## src/rtl/packet_pkg.sv

```systemverilog
// ============================================================================
// packet_pkg
// Packet type shared by the optical link blocks, plus receive-buffer sizing.
// Revision: 1.0
// ============================================================================
`default_nettype none

package packet_pkg;

   localparam int PKT_ID_W   = 16;
   localparam int PKT_DATA_W = 32;

   typedef struct packed {
      logic [PKT_ID_W-1:0]   dest_id;
      logic [PKT_DATA_W-1:0] data;
   } packet_t;

   localparam int RX_DEPTH_DEFAULT = 4;
   localparam int RX_CNT_W         = 16;

endpackage

`default_nettype wire

```

## src/rtl/pkt_fifo.sv

```systemverilog
// ============================================================================
// pkt_fifo
// Synchronous packet FIFO; head is the entry at the read pointer.
// Revision: 1.0
// ============================================================================
`default_nettype none

module pkt_fifo
   import packet_pkg::*;
#(
   parameter int DEPTH = RX_DEPTH_DEFAULT
) (
   input  logic                   clk,
   input  logic                   rst,
   input  logic                   push,
   input  logic                   pop,
   input  packet_t                wr_data,
   output packet_t                head,
   output logic [$clog2(DEPTH):0] count,
   output logic                   full
);

   localparam int PTR_W = $clog2(DEPTH);
   localparam int CW    = PTR_W + 1;

   packet_t [DEPTH-1:0] mem_q, mem_d;
   logic [PTR_W-1:0]    wr_ptr_q, wr_ptr_d;
   logic [PTR_W-1:0]    rd_ptr_q, rd_ptr_d;
   logic [CW-1:0]       count_q, count_d;

   // Pointers wrap naturally because DEPTH is a power of two.
   always_comb begin
      mem_d    = mem_q;
      wr_ptr_d = wr_ptr_q + PTR_W'(push);
      rd_ptr_d = rd_ptr_q + PTR_W'(pop);
      count_d  = count_q + CW'(push) - CW'(pop);
      if (push) begin
         mem_d[wr_ptr_q] = wr_data;
      end
   end

   always_ff @(posedge clk or posedge rst) begin
      if (rst) begin
         mem_q    <= '0;
         wr_ptr_q <= '0;
         rd_ptr_q <= '0;
         count_q  <= '0;
      end else begin
         mem_q    <= mem_d;
         wr_ptr_q <= wr_ptr_d;
         rd_ptr_q <= rd_ptr_d;
         count_q  <= count_d;
      end
   end

   assign head  = mem_q[rd_ptr_q];
   assign count = count_q;
   assign full  = (count_q == CW'(DEPTH));

endmodule

`default_nettype wire

```

## src/rtl/optical_rx_buffer.sv

```systemverilog
// ============================================================================
// optical_rx_buffer
// Filters photodetector packets by router ID, buffers them, counts drops/misses.
// Revision: 1.0
// ============================================================================
`default_nettype none

module optical_rx_buffer
   import packet_pkg::*;
#(
   parameter int DEPTH = RX_DEPTH_DEFAULT,
   parameter int CNT_W = RX_CNT_W
) (
   input  logic             clk,
   input  logic             rst,
   input  logic [15:0]      router_id,
   input  packet_t          in_data,
   input  logic             in_valid,
   output packet_t          out_data,
   output logic             out_valid,
   input  logic             out_ready,
   output logic             full,
   output logic             rx_done,
   output logic             drop_pulse,
   output logic [CNT_W-1:0] drop_count,
   output logic [CNT_W-1:0] miss_count
);

   logic                   w_match, w_miss, w_push, w_pop, w_drop, w_full;
   logic [$clog2(DEPTH):0] w_count;

   logic             rx_done_q, rx_done_d;
   logic             drop_pulse_q, drop_pulse_d;
   logic [CNT_W-1:0] drop_count_q, drop_count_d;
   logic [CNT_W-1:0] miss_count_q, miss_count_d;

   assign w_match = in_valid && (in_data.dest_id == router_id);
   assign w_miss  = in_valid && !w_match;
   assign w_pop   = out_valid && out_ready;
   // A full FIFO still accepts when a pop frees the slot in the same cycle.
   assign w_push  = w_match && (!w_full || w_pop);
   assign w_drop  = w_match && !w_push;

   pkt_fifo #(
      .DEPTH (DEPTH)
   ) u_fifo (
      .clk     (clk),
      .rst     (rst),
      .push    (w_push),
      .pop     (w_pop),
      .wr_data (in_data),
      .head    (out_data),
      .count   (w_count),
      .full    (w_full)
   );

   always_comb begin
      rx_done_d    = w_push;
      drop_pulse_d = w_drop;
      drop_count_d = drop_count_q;
      miss_count_d = miss_count_q;
      if (w_drop && (drop_count_q != {CNT_W{1'b1}})) begin
         drop_count_d = drop_count_q + CNT_W'(1);
      end
      if (w_miss && (miss_count_q != {CNT_W{1'b1}})) begin
         miss_count_d = miss_count_q + CNT_W'(1);
      end
   end

   always_ff @(posedge clk or posedge rst) begin
      if (rst) begin
         rx_done_q    <= 1'b0;
         drop_pulse_q <= 1'b0;
         drop_count_q <= '0;
         miss_count_q <= '0;
      end else begin
         rx_done_q    <= rx_done_d;
         drop_pulse_q <= drop_pulse_d;
         drop_count_q <= drop_count_d;
         miss_count_q <= miss_count_d;
      end
   end

   assign out_valid  = (w_count != '0);
   assign full       = w_full;
   assign rx_done    = rx_done_q;
   assign drop_pulse = drop_pulse_q;
   assign drop_count = drop_count_q;
   assign miss_count = miss_count_q;

endmodule

`default_nettype wire

```

## config.mk

```make
export PLATFORM = sky130hd
export DESIGN_NAME = optical_rx_buffer
export DESIGN_NICKNAME = d
export VERILOG_FILES = /design/src/rtl/packet_pkg.sv /design/src/rtl/pkt_fifo.sv /design/src/rtl/optical_rx_buffer.sv
export SDC_FILE = /design/constraint.sdc
export NUM_CORES = 1
export LEC_CHECK = 0
export CORE_ASPECT_RATIO = 0.6
export CORE_MARGIN = 5
export CORE_UTILIZATION = 59
export DETAILED_ROUTE_END_ITERATION = 7
export GPL_TIMING_DRIVEN = 1
export PLACE_DENSITY = 0.91
export SYNTH_ARGS = -nofsm -noshare
export SYNTH_HDL_FRONTEND = slang
export SYNTH_SLANG_ARGS = --single-unit
```

## constraint.sdc

```tcl
create_clock -name clk -period 17.1 [get_ports clk]
set_input_delay 5.13 -clock clk [delete_from_list [all_inputs] [get_ports clk]]
set_output_delay 5.13 -clock clk [all_outputs]
set_load 0.03 [all_outputs]
```

* Word level (Yosys, flattened, before mapping)
Index checks and enable logic that the tools add are counted.
** Operators by class
- Reductions and logical operators :: 13
- Div/mod/pow operators :: 0
- Shift operators :: 0
- Bitwise logic cells :: 0
- Eq/ne operators :: 4
- Mux-type cells :: 5
- Add/sub/neg operators :: 6
- Multipliers :: 0
- Order comparisons :: 3
** Operators by type and width (count)
- $bwmux 192 :: 1
- $bmux 48 s2 :: 1
- $demux 48 s2 :: 1
- $mux 48 :: 2
- $add 16x1->16 const B :: 2
- $ne 16x16->1 const B :: 2
- $eq 16x16->1 :: 1
- $logic_and 1x1->1 :: 8
- $lt 2x3->1 const B :: 2
- $add 2x1->2 :: 2
- $add 3x1->3 :: 1
- $eq 3x3->1 const B :: 1
- $logic_not 1->1 :: 3
- $reduce_bool 3->1 :: 1
- $sub 3x1->3 :: 1
- $ge 2x1->1 const B :: 1
- $logic_or 1x1->1 :: 1
** Word-level totals
- Memory bits (writable) :: 0
- Register bits after elaboration :: 233
- Output and inout bits :: 84
- Latch bits :: 0
- Memories kept :: 0
- Memory bits (read-only) :: 0
- Word-level logic and storage cells :: 46

* Longest topological paths before layout
Gate-level depths: netlist of run 1.
- Word-level depth :: 7
- Depth in mapped cells :: 10
- Depth with buffers taken out :: 9

* By module
From an unflattened synthesis of run 1, not the netlist that was laid out.
** Unflattened totals
- Cells, all modules :: 668
- Area, all modules :: 10431.3 µm²
** By module, submodules not included
- pkt_fifo :: sequential area each 4979.8 µm², cells each 488, area an instance 8557.0 µm², times used 1
- optical_rx_buffer :: sequential area each 850.8 µm², cells each 180, area an instance 1874.3 µm², times used 1

* Least setup slack after synthesis of run 1
Ideal clock, no wire load.
- Path type :: input port to flip-flop
- Start :: input router_id[15]
- End :: register u_fifo.count_q[2], in the netlist u_fifo.count[2]
- Path buffers :: 1
- Data arrival time :: 7066 ps
- Stages :: 10
- Setup slack :: 9912 ps
- Path through :: xor2_1 nor4_2 nand4_2 clkbuf_1 nor2_1 ha_1 inv_1 fa_1 xnor2_1 xnor2_1
** Between the ends
- Longest elaborated chain between the ends :: 5
** Ends and longest elaborated chain
- from (decl) :: line optical_rx_buffer.sv:16 : input logic [15:0] router_id,
- $eq 16x16->1 :: line optical_rx_buffer.sv:37 : assign w_match = in_valid && (in_data.dest_id == router_id);
- $logic_and 1x1->1 :: line optical_rx_buffer.sv:37
- $logic_and 1x1->1 :: line optical_rx_buffer.sv:41 : assign w_push = w_match && (!w_full || w_pop);
- net rx_done_d :: line optical_rx_buffer.sv:32 : logic rx_done_q, rx_done_d;
- $add 3x1->3 :: line pkt_fifo.sv:36 : count_d = count_q + CW'(push) - CW'(pop);
- $sub 3x1->3 :: line pkt_fifo.sv:36
- net u_fifo.count_d[2] :: line pkt_fifo.sv:29 : logic [CW-1:0] count_q, count_d;
- to (signal assigned) :: line pkt_fifo.sv:52 : count_q <= count_d;
- to (decl) :: line pkt_fifo.sv:29
The timed path passes the listed nets, and every way through them passes these cells.
A chain may end at the register's enable or synchronous reset.

* Worst setup path after layout of run 1
- Start :: input in_data[40] in the netlist's numbering
- End :: register u_fifo.mem_q[185] in the netlist's numbering
** Between the ends
- Longest elaborated chain between the ends :: 3
** Ends and longest elaborated chain
- from (decl) :: line optical_rx_buffer.sv:17 : input packet_t in_data,
- $eq 16x16->1 :: line optical_rx_buffer.sv:37
- $logic_and 1x1->1 :: line optical_rx_buffer.sv:37
- $logic_and 1x1->1 :: line optical_rx_buffer.sv:41
- to (signal assigned) :: line pkt_fifo.sv:49 : mem_q <= mem_d;
- to (decl) :: line pkt_fifo.sv:26 : packet_t [DEPTH-1:0] mem_q, mem_d;
Every way passes these cells.

==> metrics.md, run 1 <==
| Metric | Value |
|---|---|
| Outcome | `finished clean` |
| Multiplexer area fraction after synthesis | `about 31%` |
| Post-synth top area cell | `dfrtp_1` |
| Post-synthesis simple-gate area fraction | `6.08%` |
| Crit-path cells | `clkdlybuf4s50_1, xor2_1, nor4_2, and4_1, nand4_1, buf_4, mux2_1` |
| CTS max path bufs | `3` |
| Initial drt markers | `448` |
| Crit-path max cell delay | `between 1 and 1.5 ns` |
| Worst skew pair latency | `roughly 0.5 ns` |
| Via density | `approximately 5.9` |
| Final period utilization | `51.0%` |
| Data arrival time of the worst path | `9.08 ns` |
| CTS buffer count | `22` |
| Core area | `~17000 sq um` |
| P_int | `~0.95 mW` |
| Max-slew violations | `0` |
| # diodes | `0` |
| Hold Path Sink | `u_fifo.mem_q[85]` |
| Final hold violations | `0` |
| Area Overhead vs Synth | `22.8%` |
| TritonCTS Sinks | `~230` |
| Final nets | `900` |
| Worst Hold Launch | `u_fifo.mem_q[85]` |
| Worst r2r path cells | `6` |
| Drt first pass iters | `4` |
| Placed Area | `12200 sq um` |
| MaxCap Viol Count | `0` |
| Sw frac | `a little over a quarter` |
| Root buf cell | `clkbuf_16` |
| Hold-fix buffers at CTS | `0` |
| Power per cell area | `around 100 nW/um^2` |
| Chip width | `roughly 180 um` |
| Layout cell share with drive strength beyond 1 | `29.3%` |
| Number of synthesized register bits | `between 200 and 250` |
| Post-synthesis compound-gate area fraction | `less than 1%` |
| Crit path time final | `8.72 ns` |
| Mapped Avg Cell Area | `~16 sq um` |
| Post-Syn Instances | `just under 700` |
| Setup Skew | `roughly 0.0094 ns` |
| Worst Max-Slew Pin Slew | `~1.1 ns` |
| Reg-to-reg critical path startpoint | `u_fifo.count[1]` |
| XOR/XNOR share of the synthesized area | `just under 4%` |
| Final HPWL DP | `about 16000 um` |
| Logic pwr share | `around 14%` |
| CTS tree | `done` |
| Critical R2R Capture | `u_fifo.mem_q[171]` |
| Main flop type after synthesis | `dfrtp_1` |
| Clock network power share | `37.9%` |
| Largest family of logic cells by synthesized area | `multiplexers` |
| F_max | `around 110 MHz` |
| Vias | `6394` |
| I/O Buffers | `151` |
| Async S/R FF share, synth | `100%` |
| Startpoint class of the critical path | `input pin` |
| HP Class | `reg -> reg` |
| Max-slew headroom | `a little over a quarter` |
| CP delay by family, top | `simple AND/OR/NAND/NOR gates` |
| GRT overflow | `0` |
| Slowest-stage cell, CP | `nand4_1` |
| WHS | `0.484 ns` |
| DRC Markers | `0` |
| Crit-path max FO | `31` |
| First-pass GRT wire length | `39400 um` |
| R2R setup slack | `13.79 ns` |
| CP startpoint | `in_data[40]` |
| Initial Util | `approximately three fifths` |
| Synthesized cell area | `approximately 11000 sq um` |
| Data required, critical path | `approximately 17 ns` |
| Total Wirelength | `23900 um` |
| Synth area leaders | `dfrtp_1 (55%), mux2_2 (15%), mux4_2 (10%), mux2_1 (6.0%), xor2_1 (2.8%)` |
| Hold path depth | `1` |
| Util after Layout | `about three quarters` |
| Routed Antenna Nets | `0` |
| Worst IR Drop VDD | `0.0828 mV` |
| Die Y-Extent | `between 100 and 150 um` |
| Initial antenna violation count | `1` |
| # IOs | `roughly 150` |
| Place WS | `approximately 7.9 ns` |
| Routed length per instance | `around 22 um` |
| LEAKAGE | `around 6 nW` |
| Worst setup EP type | `flop` |
| Register area share after synthesis | `55.3%` |
| Placement Rows | `37` |
| Buf/Inv on CP | `2` |
| Top cells by count, synth | `dfrtp_1 (233), mux2_2 (141), mux2_1 (56)` |
| Fin Setup TNS | `0 ns` |
| Post-CTS resize count | `0` |
| Worst setup margin | `8.38 ns` |
| Yosys top cell area share | `55.3%` |
| Vias in the first global route | `between 7000 and 8000` |
| Flop pwr share | `between 40% and 50%` |
| Final setup vio count | `0` |
| Total GRT Usage | `roughly a quarter` |
| Post-CTS setup repair buffer count | `0` |
| Distinct cell type count after synthesis | `35` |
| Post-route cell area | `about 13000 sq um` |
| Area of the die | `a little over 20000 sq um` |
| Most frequent cell after synthesis | `dfrtp_1` |
| Switching power | `roughly 0.35 mW` |
| CTS H-tree lvls | `1` |
| CP Class | `in -> reg` |
| Syn_nets | `~750` |
| Number of synthesized flops with an enable pin | `0` |
| Clock-pin slew on the worst setup and hold paths | `0.06 ns` |
| Largest net degree at the start of global routing | `around 160` |
| Placer Congestion | `~0.85` |
| YS warnings | `0` |
| RSZ-0062 raised after global routing | `false` |
| Fraction of the mapped netlist area in adder cells | `less than 1%` |
sequential cells by signal, indices dropped and copies added, names as in the netlist:
signal	cells
u_fifo.mem_q	192
u_fifo.rd_ptr_q	2
rx_done	1
drop_pulse	1
drop_count	16
u_fifo.count	3
u_fifo.wr_ptr_q	2
miss_count	16
power groups by stage:
stage	combinational [mW]	clock, mW	sequential [mW]
2_1_floorplan	0.136	0	0.608
3_3_place_gp	0.181	0	0.634
3_5_place_dp	0.185	0	0.635
4_1_cts	0.186	0.502	0.625
5_1_grt	0.197	0.525	0.631
6_report	0.185	0.493	0.622
per-layer routing:
layer | GRT usage (%) | wire, um
met1 | 34.5 | 10400
met2 | 38.5 | 11500
met3 | 4.91 | 1620
met4 | 3.30 | 316
met5 | 0 | 20
layout make-up:
cell class / instances / area [sq um]
clock buffer: 31 / 636
multi-input combinational: 400 / 4480
sequential: 233 / 5840
fill: 1041 / 4410
timing repair buffer: 159 / 1570
tap: 234 / 293
clock inverter: 9 / 97.6
inverter: 9 / 41.3
metrics by stage:
| stage | cells | total power, mW |
|---|---|---|
| 3_3_place_gp | 1035 | 0.815 |
| 4_1_cts | 1075 | 1.31 |
| 5_1_grt | 1075 | 1.35 |
| 3_5_place_dp | 1035 | 0.821 |
| 6_report | 1075 | 1.30 |
| 2_1_floorplan | 678 | 0.743 |
cell families (layout without fill, tap and decap cells):
logic type / after synthesis / in the layout
XOR/XNOR: 47 / 47
AO/OA/AOI/OAI: 1 / 1
flip-flops: 233 / 233
multiplexers: 245 / 245
adder cells (fa/ha/maj): 7 / 7
buffers and inverters: 45 / 208
AND/OR/NAND/NOR: 100 / 100
cell usage in the layout, fill, tap and decap left out, types with 2 or more instances in the layout:
master | synthesis | layout
mux4_2 | 48 | 48
nor3_1 | 10 | 10
clkdlybuf4s50_1 | 0 | 151
ha_1 | 6 | 6
bufinv_16 | 0 | 2
nor2_1 | 7 | 7
nor4_4 | 0 | 2
or4b_1 | 2 | 2
or4_1 | 4 | 4
nand4_1 | 11 | 11
nor4_1 | 9 | 9
or3_1 | 2 | 2
clkbuf_16 | 0 | 23
xnor2_1 | 13 | 13
nor3b_1 | 3 | 3
xor2_1 | 34 | 34
clkbuf_1 | 13 | 5
and3_1 | 5 | 5
mux2_2 | 141 | 141
clkbuf_8 | 0 | 3
inv_1 | 9 | 8
clkinv_2 | 0 | 6
dfrtp_1 | 233 | 231
nor4b_1 | 4 | 4
nand2_1 | 14 | 14
buf_4 | 4 | 8
mux2_1 | 56 | 56
and4_1 | 5 | 4
nand2b_1 | 2 | 2
nor4_2 | 6 | 4
nand3_1 | 11 | 11
worst max-delay path by stage:
stage / to / slack, ns / depth (start not counted)
floorplan: drop_count[0] / 5.58 / 1
global placement: u_fifo.mem_q[185] / 8.05 / 7
detailed placement: u_fifo.mem_q[148] / 7.95 / 7
CTS: u_fifo.mem_q[185] / 8.44 / 7
global route: u_fifo.mem_q[190] / 8.24 / 7
finish: u_fifo.mem_q[185] / 8.38 / 7
Power figures use the tool's default switching activity.
==> run 2, diff against run 1 <==
--- a/config.mk
+++ b/config.mk
@@ -7,10 +7,10 @@
 export LEC_CHECK = 0
 export CORE_ASPECT_RATIO = 0.6
 export CORE_MARGIN = 5
-export CORE_UTILIZATION = 59
+export CORE_UTILIZATION = 55
 export DETAILED_ROUTE_END_ITERATION = 7
 export GPL_TIMING_DRIVEN = 1
-export PLACE_DENSITY = 0.91
+export PLACE_DENSITY = 0.86
 export SYNTH_ARGS = -nofsm -noshare
 export SYNTH_HDL_FRONTEND = slang
 export SYNTH_SLANG_ARGS = --single-unit
==> constraint.sdc (replaced) <==
create_clock -name clk -period 8.5 [get_ports clk]
set_input_delay 2.55 -clock clk [delete_from_list [all_inputs] [get_ports clk]]
set_output_delay 2.55 -clock clk [all_outputs]
set_load 0.03 [all_outputs]
==> run 2 against run 1 <==
Cell area grew 0.47%; critical endpoint is now u_fifo.mem_q[136]; clock skew grew 0.0048 ns; combinational power grew 110%; routed wire length shrank 1.8%; non-clock buffer count grew 2; critical path type unchanged.
==> metrics.md, run 2 (synthesized netlist as in run 1, its figures left out) <==
| Metric | Value |
|---|---|
| Critical R2R Capture | `u_fifo.mem_q[136]` |
| WHS | `0.485 ns (+0.000485 ns)` |
| CTS max path bufs | `3 (unchanged)` |
| # diodes | `0 (unchanged)` |
| Most common cell after layout, fill and taps aside | `dfrtp_1` |
| Most frequent cells in the layout | `dfrtp_1 (231), clkdlybuf4s50_1 (151), mux2_2 (141)` |
| Worst IR Drop VDD | `0.220 mV (+170%)` |
| Worst Max-Slew Pin Slew | `1.03 ns (-0.0614 ns)` |
| Placement Rows | `39 (+5.4%)` |
| Initial antenna violation count | `1 (unchanged)` |
| HP Class | `reg -> reg` |
| F_max | `around 180 MHz` |
| Hold-fix buffers at CTS | `0 (unchanged)` |
| Total Wirelength | `23500 um (-1.8%)` |
| Post-CTS setup repair buffer count | `0 (unchanged)` |
| CP Class | `in -> reg` |
| Total GRT Usage | `21.9% (-1.8 points)` |
| Final hold violations | `0 (unchanged)` |
| R2R setup slack | `5.69 ns (-8.10 ns)` |
| Final period utilization | `roughly two thirds` |
| Fin Setup TNS | `0 ns (unchanged)` |
| Root buf cell | `clkbuf_16` |
| Area of the multi-input gates | `4480 sq um (unchanged)` |
| Chip width | `189 um (+3.4%)` |
| Data required, critical path | `8.87 ns (-8.60 ns)` |
| Worst setup EP type | `flop` |
| # IOs | `152 (unchanged)` |
| Data arrival time of the worst path | `6.04 ns (-3.04 ns)` |
| Final nets | `902 (+0.22%)` |
| Final HPWL DP | `15300 um (-3.9%)` |
| FF/Latch Area | `5840 sq um (unchanged)` |
| Clock-pin slew on the worst setup and hold paths | `0.06 ns (about the same)` |
| Max FFs per register | `192 (unchanged)` |
| Crit-path max FO | `29 (-6.5%)` |
| Startpoint class of the critical path | `input pin` |
| Power per cell area | `202 nW/um^2 (+100%)` |
| Hold Path Sink | `u_fifo.mem_q[49]` |
| Reg-to-reg critical path startpoint | `u_fifo.count[1]` |
| Vias in the first global route | `7125 (-0.92%)` |
| CTS tree | `done` |
| Worst skew pair latency | `0.50 ns (about the same)` |
| Worst r2r path cells | `6 (unchanged)` |
| Core area | `18900 sq um (+9.1%)` |
| DRC Markers | `0 (unchanged)` |
| Most flops, register | `u_fifo.mem_q` |
| Placer Congestion | `0.840 (-1.5%)` |
| LEAKAGE | `6.14 nW (+0.36%)` |
| CTS H-tree lvls | `1 (unchanged)` |
| Via density | `5.90 (-0.82%)` |
| Die Y-Extent | `117 um (+3.3%)` |
| Buf/Inv on CP | `2 (unchanged)` |
| GRT overflow | `0 (unchanged)` |
| Drt first pass iters | `4 (unchanged)` |
| Area of the die | `22100 sq um (+6.7%)` |
| Outcome | `finished clean` |
| MaxCap Viol Count | `0 (unchanged)` |
| Hold path depth | `1 (unchanged)` |
| Slowest-stage cell, CP | `and4_2` |
| Initial drt markers | `381 (-15%)` |
| Area Overhead vs Synth | `23.4%` |
| First-pass GRT wire length | `38700 um (-1.8%)` |
| RSZ-0062 raised after global routing | `false` |
| Crit-path cells | `clkdlybuf4s50_1, xor2_1, nor4_2, and4_1, and4_2, buf_4, mux2_2` |
| Crit path depth | `7 (unchanged)` |
| Util after Layout | `68.7% (-5.9 points)` |
| CTS buffer count | `22 (unchanged)` |
| Vias | `6424 (+0.47%)` |
| Routed length per instance | `21.6 um (-3.1%)` |
| Crit-path max cell delay | `0.75 ns (-0.26 ns)` |
| Post-CTS resize count | `0 (unchanged)` |
| Max-slew headroom | `31.1% (+4.3 points)` |
| Routed Antenna Nets | `0 (unchanged)` |
| Layout cell share with drive strength beyond 1 | `29.8% (+0.52 points)` |
| Fillers | `1234 (+19%)` |
| Crit path time final | `5.67 ns` |
| Largest net degree at the start of global routing | `121 (-23%)` |
| CP delay by family, top | `simple AND/OR/NAND/NOR gates` |
| Setup Skew | `0.0143 ns (+0.00485 ns)` |
| Max-slew violations | `0 (unchanged)` |
| Final setup vio count | `0 (unchanged)` |
| Worst Hold Launch | `u_fifo.mem_q[49]` |
| I/O Buffers | `151 (unchanged)` |
| Initial Util | `55.7% (-5.0 points)` |
| TritonCTS Sinks | `233 (unchanged)` |
[run 2: cell types whose count changed in the layout (fill, tap and decap cells not counted), sizes merged]
cell	before	now
buf	8	10
clkbuf	31	33
bufinv	2	1
clkinv	6	5
clkinvlp	1	2
inv	9	8
[run 2: routing by layer]
layer | vias to the layer above | routed length (um) | GRT usage (%)
met1 | 3387 | 10900 | 32.2
met5 | - | 11 | 0
met2 | 189 | 10900 | 34.8
met3 | 30 | 1350 | 4.56
met4 | 2 | 350 | 4.08
li1 | 2816 | - | -
[run 2: worst max-delay path by stage]
stage | startpoint | end | slack [ns]
after floorplan | rst | drop_count[0] | 2.90
after global placement | in_data[40] | u_fifo.mem_q[99] | 2.39
after detailed placement | in_data[40] | u_fifo.mem_q[131] | 2.36
after CTS | in_data[40] | u_fifo.mem_q[99] | 2.84
after global routing | in_data[45] | u_fifo.mem_q[135] | 2.68
final | in_data[40] | u_fifo.mem_q[136] | 2.83
[run 2: final cells by class]
cell class,count,area share [%]
multi-input cells,400,34.4
clock buffers,33,5.33
well taps,246,2.37
repair buffers,161,12.3
inverters,9,0.288
flip-flops and latches,233,44.9
clock inverters,7,0.481
[run 2: per-stage QoR]
step / setup WS (ns) / area (sq um) / total power [mW] / std cells
floorplan: 2.90 / 10500 / 1.50 / 678
global placement: 2.39 / 12300 / 1.64 / 1049
detailed placement: 2.36 / 12300 / 1.66 / 1049
CTS: 2.84 / 13000 / 2.66 / 1089
global route: 2.68 / 13000 / 2.74 / 1089
finish: 2.83 / 13000 / 2.63 / 1089
[run 2: report_power, final]
| group | leakage [nW] | internal (mW) | switching [mW] | total, mW |
|---|---|---|---|---|
| Combinational | 2.54 | 0.191 | 0.189 | 0.380 |
| Clock | 0.377 | 0.594 | 0.409 | 1.00 |
| Sequential | 3.22 | 1.14 | 0.110 | 1.25 |
==> run 3, diff against run 2 <==
--- a/config.mk
+++ b/config.mk
@@ -7,10 +7,10 @@
 export LEC_CHECK = 0
 export CORE_ASPECT_RATIO = 0.6
 export CORE_MARGIN = 5
-export CORE_UTILIZATION = 55
+export CORE_UTILIZATION = 49
 export DETAILED_ROUTE_END_ITERATION = 7
 export GPL_TIMING_DRIVEN = 1
-export PLACE_DENSITY = 0.86
+export PLACE_DENSITY = 0.81
 export SYNTH_ARGS = -nofsm -noshare
 export SYNTH_HDL_FRONTEND = slang
 export SYNTH_SLANG_ARGS = --single-unit
==> constraint.sdc (replaced) <==
create_clock -name clk -period 4.9 [get_ports clk]
set_input_delay 1.47 -clock clk [delete_from_list [all_inputs] [get_ports clk]]
set_output_delay 1.47 -clock clk [all_outputs]
set_load 0.03 [all_outputs]
==> run 3 against run 2 <==
Sequential share of layout area shrank 0.60 points; critical path depth shrank 4; cell area grew 1.4%; clock skew shrank 0.0024 ns; first-iteration DRC count shrank 40%; worst setup slack lost 2.2 ns; clock power grew 83%; combinational power grew 98%; routed wire length shrank 2.0%; global-route usage shrank 2.7 points; critical endpoint is now out_data[39].
==> metrics.md, run 3 (synthesized netlist as in run 1, its figures left out) <==
| Metric | Value |
|---|---|
| Outcome | `finished clean` |
| RSZ-0062 raised after global routing | `false` |
| MaxCap Viol Count | `0 (unchanged)` |
| Clock network power share | `39.0% (+0.9 points)` |
| Vias | `6349 (-1.2%)` |
| Final HPWL DP | `15400 um (+0.28%)` |
| F_max | `between 200 and 250 MHz` |
| Area of the die | `24600 sq um (+11%)` |
| Post-CTS setup repair buffer count | `0 (unchanged)` |
| Reg-to-reg critical path startpoint | `u_fifo.count[1]` |
| CP startpoint | `u_fifo.rd_ptr_q[1]` |
| Most common cell after layout, fill and taps aside | `dfrtp_1` |
| Crit-path max FO | `21 (-28%)` |
| Final nets | `910 (+0.89%)` |
| Most flops, register | `u_fifo.mem_q` |
| Sw frac | `26.7% (-0.21 points)` |
| Data required, critical path | `3.43 ns (-5.44 ns)` |
| CTS tree | `done` |
| CTS max path bufs | `3 (unchanged)` |
| Placer Congestion | `0.794 (-5.4%)` |
| Critical R2R Capture | `u_fifo.mem_q[181]` |
| Data arrival time of the worst path | `2.75 ns (-3.29 ns)` |
| Worst r2r path cells | `6 (unchanged)` |
| CP Class | `reg -> out` |
| R2R setup slack | `2.34 ns (-3.35 ns)` |
| Logic pwr share | `16.0% (+1.6 points)` |
| Place WS | `0.581 ns (-1.78 ns)` |
| Root buf cell | `clkbuf_16` |
| I/O Buffers | `151 (unchanged)` |
| Worst Hold Launch | `u_fifo.mem_q[36]` |
| Worst setup margin | `0.678 ns (-2.15 ns)` |
| Flop pwr share | `45.0% (-2.5 points)` |
| Placed Area | `12400 sq um (+1.2%)` |
| Clock-pin slew on the worst setup and hold paths | `0.06 ns (about the same)` |
| Initial Util | `50.0% (-5.7 points)` |
| Layout cell share with drive strength beyond 1 | `30.2% (+0.43 points)` |
| Die Y-Extent | `124 um (+5.4%)` |
| Worst skew pair latency | `0.50 ns (about the same)` |
| TritonCTS Sinks | `233 (unchanged)` |
| Initial antenna violation count | `1 (unchanged)` |
| Max-slew headroom | `38.7% (+7.5 points)` |
| Largest net degree at the start of global routing | `105 (-13%)` |
| Core area | `21100 sq um (+11%)` |
| Util after Layout | `62.6% (-6.2 points)` |
| Hold-fix buffers at CTS | `0 (unchanged)` |
| DRC Markers | `0 (unchanged)` |
| # IOs | `152 (unchanged)` |
| Area Overhead vs Synth | `25.1%` |
| Max-slew violations | `0 (unchanged)` |
| Initial drt markers | `229 (-40%)` |
| Final setup vio count | `0 (unchanged)` |
| Total Wirelength | `23000 um (-2.0%)` |
| Critical path endpoint | `out_data[39]` |
| HP Class | `reg -> reg` |
| Switching power | `1.25 mW (+77%)` |
| Total GRT Usage | `19.2% (-2.7 points)` |
| Placement Rows | `41 (+5.1%)` |
| Setup Skew | `0.0119 ns (-0.00236 ns)` |
| Drt first pass iters | `4 (unchanged)` |
| Routed Antenna Nets | `0 (unchanged)` |
| WHS | `0.483 ns (-0.00220 ns)` |
| Most frequent cells in the layout | `dfrtp_1 (231), clkdlybuf4s50_1 (151), mux2_2 (141)` |
| Final hold violations | `0 (unchanged)` |
| CTS H-tree lvls | `1 (unchanged)` |
| CTS buffer count | `22 (unchanged)` |
| Via density | `5.61 (-4.8%)` |
| GRT overflow | `0 (unchanged)` |
| Startpoint class of the critical path | `flop` |
| Power per cell area | `356 nW/um^2 (+76%)` |
| Vias in the first global route | `6715 (-5.8%)` |
| Post-route cell area | `13200 sq um (+1.4%)` |
| Routed length per instance | `20.4 um (-5.6%)` |
| Crit path time final | `between 4 and 5 ns` |
| P_int | `3.44 mW (+79%)` |
| Worst Max-Slew Pin Slew | `0.920 ns (-0.113 ns)` |
| Post-CTS resize count | `0 (unchanged)` |
| Chip width | `199 um (+5.6%)` |
| Max FFs per register | `192 (unchanged)` |
| Worst IR Drop VDD | `0.350 mV (+59%)` |
| Final period utilization | `~86%` |
| Fin Setup TNS | `0 ns (unchanged)` |
| LEAKAGE | `6.20 nW (+1.0%)` |
| Worst setup EP type | `primary output` |
| First-pass GRT wire length | `37600 um (-2.8%)` |
run 3: cell types whose count changed in the layout (fill, tap and decap cells not counted):
cell and change:
clkbuf_8 -6, buf_12 +4, buf_4 +4, bufinv_16 +3, clkbuf_1 +2, clkinv_2 +1
clkinvlp_4 -1, diode_2 +1, inv_8 +1
run 3: critical path, stage by stage, from the launching register on:
cell             delay (ns)
dfrtp_4                0.71
buf_4                  0.36
mux4_2                 0.54
clkdlybuf4s50_1        0.64
run 3: how the worst min path moves through the flow:
stage,depth (start not counted),endpoint
3_5_place_dp,1,u_fifo.mem_q[38]
2_1_floorplan,1,u_fifo.mem_q[48]
3_3_place_gp,1,u_fifo.mem_q[90]
5_1_grt,1,u_fifo.mem_q[36]
6_report,1,u_fifo.mem_q[36]
4_1_cts,1,u_fifo.mem_q[81]
run 3: per-layer routing:
| metal | share of wire, % | global-route usage, % |
|---|---|---|
| met1 | 50 | 30.9 |
| met2 | 42 | 27.3 |
| met3 | 6.2 | 4.08 |
| met4 | 1.5 | 3.10 |
| met5 | 0.048 | 0 |
run 3: final cells by class:
cell class	count	area, sq um
antenna	1	2.50
clock buffer	29	618
clock inverter	11	161
fill	1583	7900
inverter	9	37.5
multi-input combinational	400	4480
sequential	233	5840
tap	279	349
timing repair buffer	169	1710
run 3: power by group through the flow:
stage / sequential, mW / clock [mW] / combinational, mW
after global routing: 2.13 / 1.95 / 0.807
after floorplan: 2.12 / 0 / 0.474
after detailed placement: 2.15 / 0 / 0.765
after global placement: 2.15 / 0 / 0.758
final: 2.11 / 1.83 / 0.752
after CTS: 2.12 / 1.88 / 0.768
run 3: through the flow:
step | total power [mW] | instances
after floorplan | 2.59 | 678
after global placement | 2.91 | 1090
after detailed placement | 2.92 | 1090
after CTS | 4.76 | 1130
after global routing | 4.89 | 1130
final | 4.69 | 1131
==> RTL change 1, RTL diff (settings of run 2) <==
Make the reset (`rst`) synchronous in 2 clocked blocks.
--- a/src/rtl/pkt_fifo.sv
+++ b/src/rtl/pkt_fifo.sv
@@ -39,7 +39,7 @@
       end
    end
 
-   always_ff @(posedge clk or posedge rst) begin
+   always_ff @(posedge clk) begin
       if (rst) begin
          mem_q    <= '0;
          wr_ptr_q <= '0;
--- a/src/rtl/optical_rx_buffer.sv
+++ b/src/rtl/optical_rx_buffer.sv
@@ -67,7 +67,7 @@
       end
    end
 
-   always_ff @(posedge clk or posedge rst) begin
+   always_ff @(posedge clk) begin
       if (rst) begin
          rx_done_q    <= 1'b0;
          drop_pulse_q <= 1'b0;
Formal check against the unedited RTL: differs if rst is asserted again (counterexample within 4 cycles, from zero or initial values and one cycle with rst high); with rst held inactive, the same outputs for 4 cycles.
==> RTL change 1 against run 2 <==
Routed wire length rose by 8.3%; maximum frequency rose by 5.1%; setup slack improved by 270 ps; global-route usage fell by 0.16 points; area after synthesis rose by 4.8%; via count rose by 21%; critical path type is now flip-flop to output pin; highest routed layer is now met4; non-clock buffer count fell by 3; utilization fell by 1.3 points; power fell by 4.0%; sequential cell count did not move; cell area rose by 3.0%.
==> RTL change 1: results (changes against run 2) <==
| Metric | Value |
|---|---|
| Outcome | completed |
| Placer congestion estimate | 0.876 (+4.3%) |
| DR iter-0 viols | 632 (+66%) |
| Reg-to-reg endpoint | drop_count[11]$_SDFFE_PP0P_ |
| Layout cells sized above 1 | 10.1% (-20 points) |
| Largest net degree at the start of global routing | 179 (+48%) |
| Ys Warns | 0 (unchanged) |
| TritonCTS Buffers | 22 (unchanged) |
| Worst slew pin tran | 1110 ps (+72.5 ps) |
| Cell family with most CP delay | flip-flops |
| Reg2reg start | u_fifo.count[1]$_SDFF_PP0_ |
| Largest register FFs | 192 (unchanged) |
| Clock-pin slew on the worst setup and hold paths | 60 ps (about the same) |
| DR pass1 iterations | 4 (unchanged) |
| Flop-to-flop setup slack | 6020 ps (+330 ps) |
| Max VDD drop | 149 uV (-32%) |
| Skew final | 10.6 ps (-3.71 ps) |
| Clk buf depth | 3 (unchanged) |
| Global-route wire length before repair | 41,500 um (+7.2%) |
| CP max stage delay | 1040 ps (+290 ps) |
| Distinct cells, synth | 40 (+14%) |
| All-Layer GR Usage | 21.7% (-0.16 points) |
| Vias/cell | 5.51 (-6.5%) |
| WL final | 25,500 um (+8.3%) |
| Max FO, Critical Path | 49 (+69%) |
| Worst R2R Path Depth | 4 (-2) |
| IO Port Bufs | 151 (unchanged) |
| Setup Buffers After CTS | 0 (unchanged) |
| Hold Path Class | flip-flop to flip-flop |
| Hold Startpoint | u_fifo.mem_q[161]$_SDFFE_PP0P_ |
| Fillers | 1,561 (+26%) |
| Worst EP arrival | 2850 ps (-3190 ps) |
| Critical path's slowest cell | dfxtp_4 |
| Sequential cell area fraction in the yosys report | 42.2% (-13 points) |
| Final #Nets | 1,199 (+33%) |
| Biggest register | u_fifo.mem_q |
| Post-Syn Nets | 1,093 (+45%) |
| Post-CTS sizing | 0 (unchanged) |
| Max H-tree Level | 1 (unchanged) |
| WHS | 471 ps (-14.3 ps) |
| P_leak | 0.00509 uW (-17%) |
| Hpwl dp | 16,100 um (+4.8%) |
| Initial antenna violation count | 0 (-1) |
| Hold endpoint | u_fifo.mem_q[161]$_SDFFE_PP0P_ |
| Ys flop type | dfxtp_1 |
| Clock Latency Late Sink | 500 ps (about the same) |
| Max_cap viols | 0 (unchanged) |
| Worst hold path cell count | 2 (+1) |
| Antenna diode count | 0 (unchanged) |
| Vias in the first global route | 7,872 (+10%) |
| Synth top cells by count | nand2b_1 (244), dfxtp_1 (233), mux2i_1 (193) |
| Clock root cell | clkbuf_16 |
| Most area-consuming cells after synthesis | dfxtp_1 (42%), mux2i_1 (17%), nand2b_1 (14%), mux4_2 (9.8%), clkbuf_1 (1.5%) |
| Ys async rst share | 0% (-100 points) |
-- RTL change 1: per-stage QoR --
stage	util [%]	instance area, sq um	worst slack, ps	std cells	total power (uW)
after floorplan	-	11000	3520	1018	1390
after global placement	63.5	12600	2950	1373	1490
after detailed placement	63.5	12600	2900	1373	1490
after CTS	67.5	13400	3040	1413	2550
after global routing	67.5	13400	2900	1413	2630
final	67.5	13400	3100	1413	2530
-- RTL change 1: worst register-to-register path, delay by kind of cell (launching register included) --
| family | cells | cell delay (ps) |
|---|---|---|
| DFF | 1 | 380 |
| AOI/OAI and AO/OA | 1 | 160 |
| and+or+nand+nor | 3 | 1860 |
-- RTL change 1: per-layer routing --
metal	track usage, %	routed length (um)	vias to the layer above
li1	-	-	3795
met1	32.5	12300	3781
met2	33.1	11300	187
met3	4.42	1500	27
met4	3.54	354	0
met5	0	0	-
-- RTL change 1: worst max-delay path by stage --
stage | startpoint | endpoint | slack, ps | cells after the start
floorplan | in_data[43] | u_fifo.count[2]$_SDFF_PP0_ | 3520 | 12
global placement | in_data[36] | u_fifo.count[2]$_SDFF_PP0_ | 2950 | 12
detailed placement | in_data[36] | u_fifo.mem_q[102]$_SDFFE_PP0P_ | 2900 | 8
CTS | u_fifo.rd_ptr_q[0]$_SDFF_PP0_ | out_data[39] | 3040 | 2
global route | u_fifo.rd_ptr_q[0]$_SDFF_PP0_ | out_data[39] | 2900 | 2
finish | u_fifo.rd_ptr_q[0]$_SDFF_PP0_ | out_data[28] | 3100 | 2
-- RTL change 1: power breakdown --
part	switching (uW)	internal, uW
Combinational	114	162
Clock	419	643
Sequential	83.5	1100
-- RTL change 1: cell type report --
cell class,instances,area (sq um),share of cell area [%]
clock buffers,30,632,4.71
flip-flops and latches,233,4670,34.8
well taps,273,342,2.55
multi-input cells,703,6020,44.9
clock inverters,10,150,1.12
repair buffers,158,1570,11.7
inverters,6,22.5,0.168
-- RTL change 1: kinds of logic (layout without fill, tap and decap cells) --
group | after synthesis | after routing | share of synthesized area (%)
AO/OA/AOI/OAI | 35 | 35 | 1.97
adder cells (fa/ha/maj) | 7 | 7 | 0.861
flip-flops | 233 | 233 | 42.2
XOR/XNOR | 20 | 20 | 1.59
multiplexers | 255 | 255 | 28.7
AND/OR/NAND/NOR | 386 | 386 | 21.3
buffers and inverters | 82 | 204 | 3.36
==> RTL change 2, RTL diff (config.mk and constraints of run 2) <==
Without the edit above. Change the package constant `PKT_DATA_W` from 32 to 64.
--- a/src/rtl/packet_pkg.sv
+++ b/src/rtl/packet_pkg.sv
@@ -8,7 +8,7 @@
 package packet_pkg;
 
    localparam int PKT_ID_W   = 16;
-   localparam int PKT_DATA_W = 32;
+   localparam int PKT_DATA_W = 64;
 
    typedef struct packed {
       logic [PKT_ID_W-1:0]   dest_id;
Ports: changed (resized in_data and out_data); port bits go from 152 to 216. No check against the original RTL was run, so the function may have changed too.
==> RTL change 2 against run 2 <==
Maximum frequency shrank 5.9%; clock skew is 6.2 ps higher; sequential share of layout area down 0.26 points; critical endpoint is now out_data[61]; global-route usage about the same; area after synthesis is 58% higher; via count increased by 45%; routed wire length increased by 57%; sequential cell count rose by 128; hold slack about the same; register-to-register slack got worse by 310 ps; cell area up 56%; setup slack worse by 360 ps; combinational power rose by 35%; power rose by 56%.
==> RTL change 2: results (changes against run 2) <==
| Metric | Value |
|---|---|
| Most area-consuming cells after synthesis | dfrtp_1 (54%), mux2_4 (14%), mux4_2 (11%), mux2_2 (11%), xnor2_1 (1.6%) |
| Flop-to-flop setup slack | 5380 ps (-310 ps) |
| Ys Warns | 0 (unchanged) |
| Largest register FFs | 320 (+67%) |
| Clock root cell | clkbuf_16 |
| Post-CTS sizing | 0 (unchanged) |
| Largest net degree at the start of global routing | 174 (+44%) |
| DR iter-0 viols | 531 (+39%) |
| Max VDD drop | 164 uV (-26%) |
| Hold Path Class | flip-flop to flip-flop |
| Post-synthesis adder-cell area fraction | 0.571% (-0.33 points) |
| Clock Latency Late Sink | 530 ps (+30 ps) |
| Slew margin rel. | 31.5% (+0.37 points) |
| All-Layer GR Usage | 21.9% (+0.032 points) |
| Sequential cell area fraction in the yosys report | 54.2% (-1.1 points) |
| Clock-pin slew on the worst setup and hold paths | 70 ps |
| Hpwl dp | 23,800 um (+55%) |
| Outcome | completed |
| Skew final | 20.5 ps (+6.18 ps) |
| Initial antenna violation count | 1 (unchanged) |
| Max H-tree Level | 2 (+1) |
| Compound-gate portion of the synthesized area | 0.113% (+0.018 points) |
| Vias/cell | 5.73 (-2.9%) |
| Max FO, Critical Path | 57 (+97%) |
| Mux cell area share after synthesis | 36.3% (+5.0 points) |
| Biggest register | u_fifo.mem_q |
| IO Port Bufs | 215 (+42%) |
| Clk buf depth | 3 (unchanged) |
| Fraction of synthesized cell area in xor and xnor cells | 2.58% (-1.3 points) |
| Final #Nets | 1,298 (+44%) |
| Placer congestion estimate | 0.828 (-1.4%) |
| Distinct cells, synth | 36 (+2.9%) |
| Synth top cells by count | dfrtp_1 (361), mux2_4 (160), mux2_2 (156) |
| P_leak | 0.00993 uW (+62%) |
| DR pass1 iterations | 4 (unchanged) |
| TritonCTS Buffers | 35 (+59%) |
| Post-Syn Nets | 1,092 (+45%) |
| Critical path class | flip-flop to output pin |
| Worst EP arrival | 3480 ps (-2560 ps) |
| Internal power | 3040 uW (+58%) |
| Global-route wire length before repair | 59,900 um (+55%) |
| Layout cells sized above 1 | 39.2% (+9.5 points) |
| Ys async rst share | 100% (unchanged) |
| Vias in the first global route | 10,400 (+46%) |
| WL final | 36,800 um (+57%) |
| Setup Buffers After CTS | 0 (unchanged) |
-- RTL change 2: power by group through the flow --
stage	Clock (uW)	Sequential [uW]	Combinational (uW)
2_1_floorplan	0	1850	409
3_3_place_gp	0	1970	511
3_5_place_dp	0	1970	520
4_1_cts	1710	1940	521
5_1_grt	1780	1950	552
6_report	1670	1930	513
-- RTL change 2: cells by family after synthesis --
logic type	Yosys count
buffers and inverters	66
flip-flops	361
AO/OA/AOI/OAI	3
multiplexers	403
AND/OR/NAND/NOR	96
adder cells (fa/ha/maj)	7
XOR/XNOR	49
-- RTL change 2: worst max-delay path, cell delays in order (launching register included) --
cell and delay (ps):
dfrtp_4 1100, buf_4 610, mux4_2 600, clkdlybuf4s50_1 630
-- RTL change 2: final cells by class --
type                            count  area, sq um
Clock inverter                     14          205
Antenna cell                        1         2.50
Inverter                            6         26.3
Clock buffer                       48         1040
Multi-Input combinational cell    558         7190
Tap cell                          408          510
Timing Repair Buffer              229         2270
Sequential cell                   361         9040
Fill cell                        2019         9640
-- RTL change 2: worst paths after layout --
path	start	to	cells after the start
worst max-delay path	u_fifo.rd_ptr_q[1]$_DFF_PP0_	out_data[61]	3
worst min-delay path	u_fifo.mem_q[131]$_DFFE_PP0P_	u_fifo.mem_q[131]$_DFFE_PP0P_	1
worst max register to register	u_fifo.count[1]$_DFF_PP0_	u_fifo.mem_q[238]$_DFFE_PP0P_	5
worst min register to register	u_fifo.mem_q[131]$_DFFE_PP0P_	u_fifo.mem_q[131]$_DFFE_PP0P_	1
max in group asynchronous	rst	u_fifo.mem_q[157]$_DFFE_PP0P_	4
min in group asynchronous	rst	u_fifo.mem_q[29]$_DFFE_PP0P_	2
-- RTL change 2: metal layers --
| metal | vias up | track usage [%] | share of wire, % |
|---|---|---|---|
| li1 | 4069 | - | - |
| met2 | 220 | 34.2 | 46 |
| met5 | - | 0 | 0 |
| met3 | 53 | 4.49 | 4.8 |
| met1 | 4968 | 32.5 | 48 |
| met4 | 0 | 4.57 | 1.8 |
-- RTL change 2: per-stage QoR --
step	instances	setup WS, ps	total power [uW]	instance area [sq um]	hold WS (ps)
after floorplan	985	1110	2260	16700	452
after global routing	1625	2220	4290	20300	512
after CTS	1624	2370	4170	20300	488
after detailed placement	1562	2460	2490	19000	472
after global placement	1562	2500	2480	19000	464
final	1625	2470	4120	20300	485
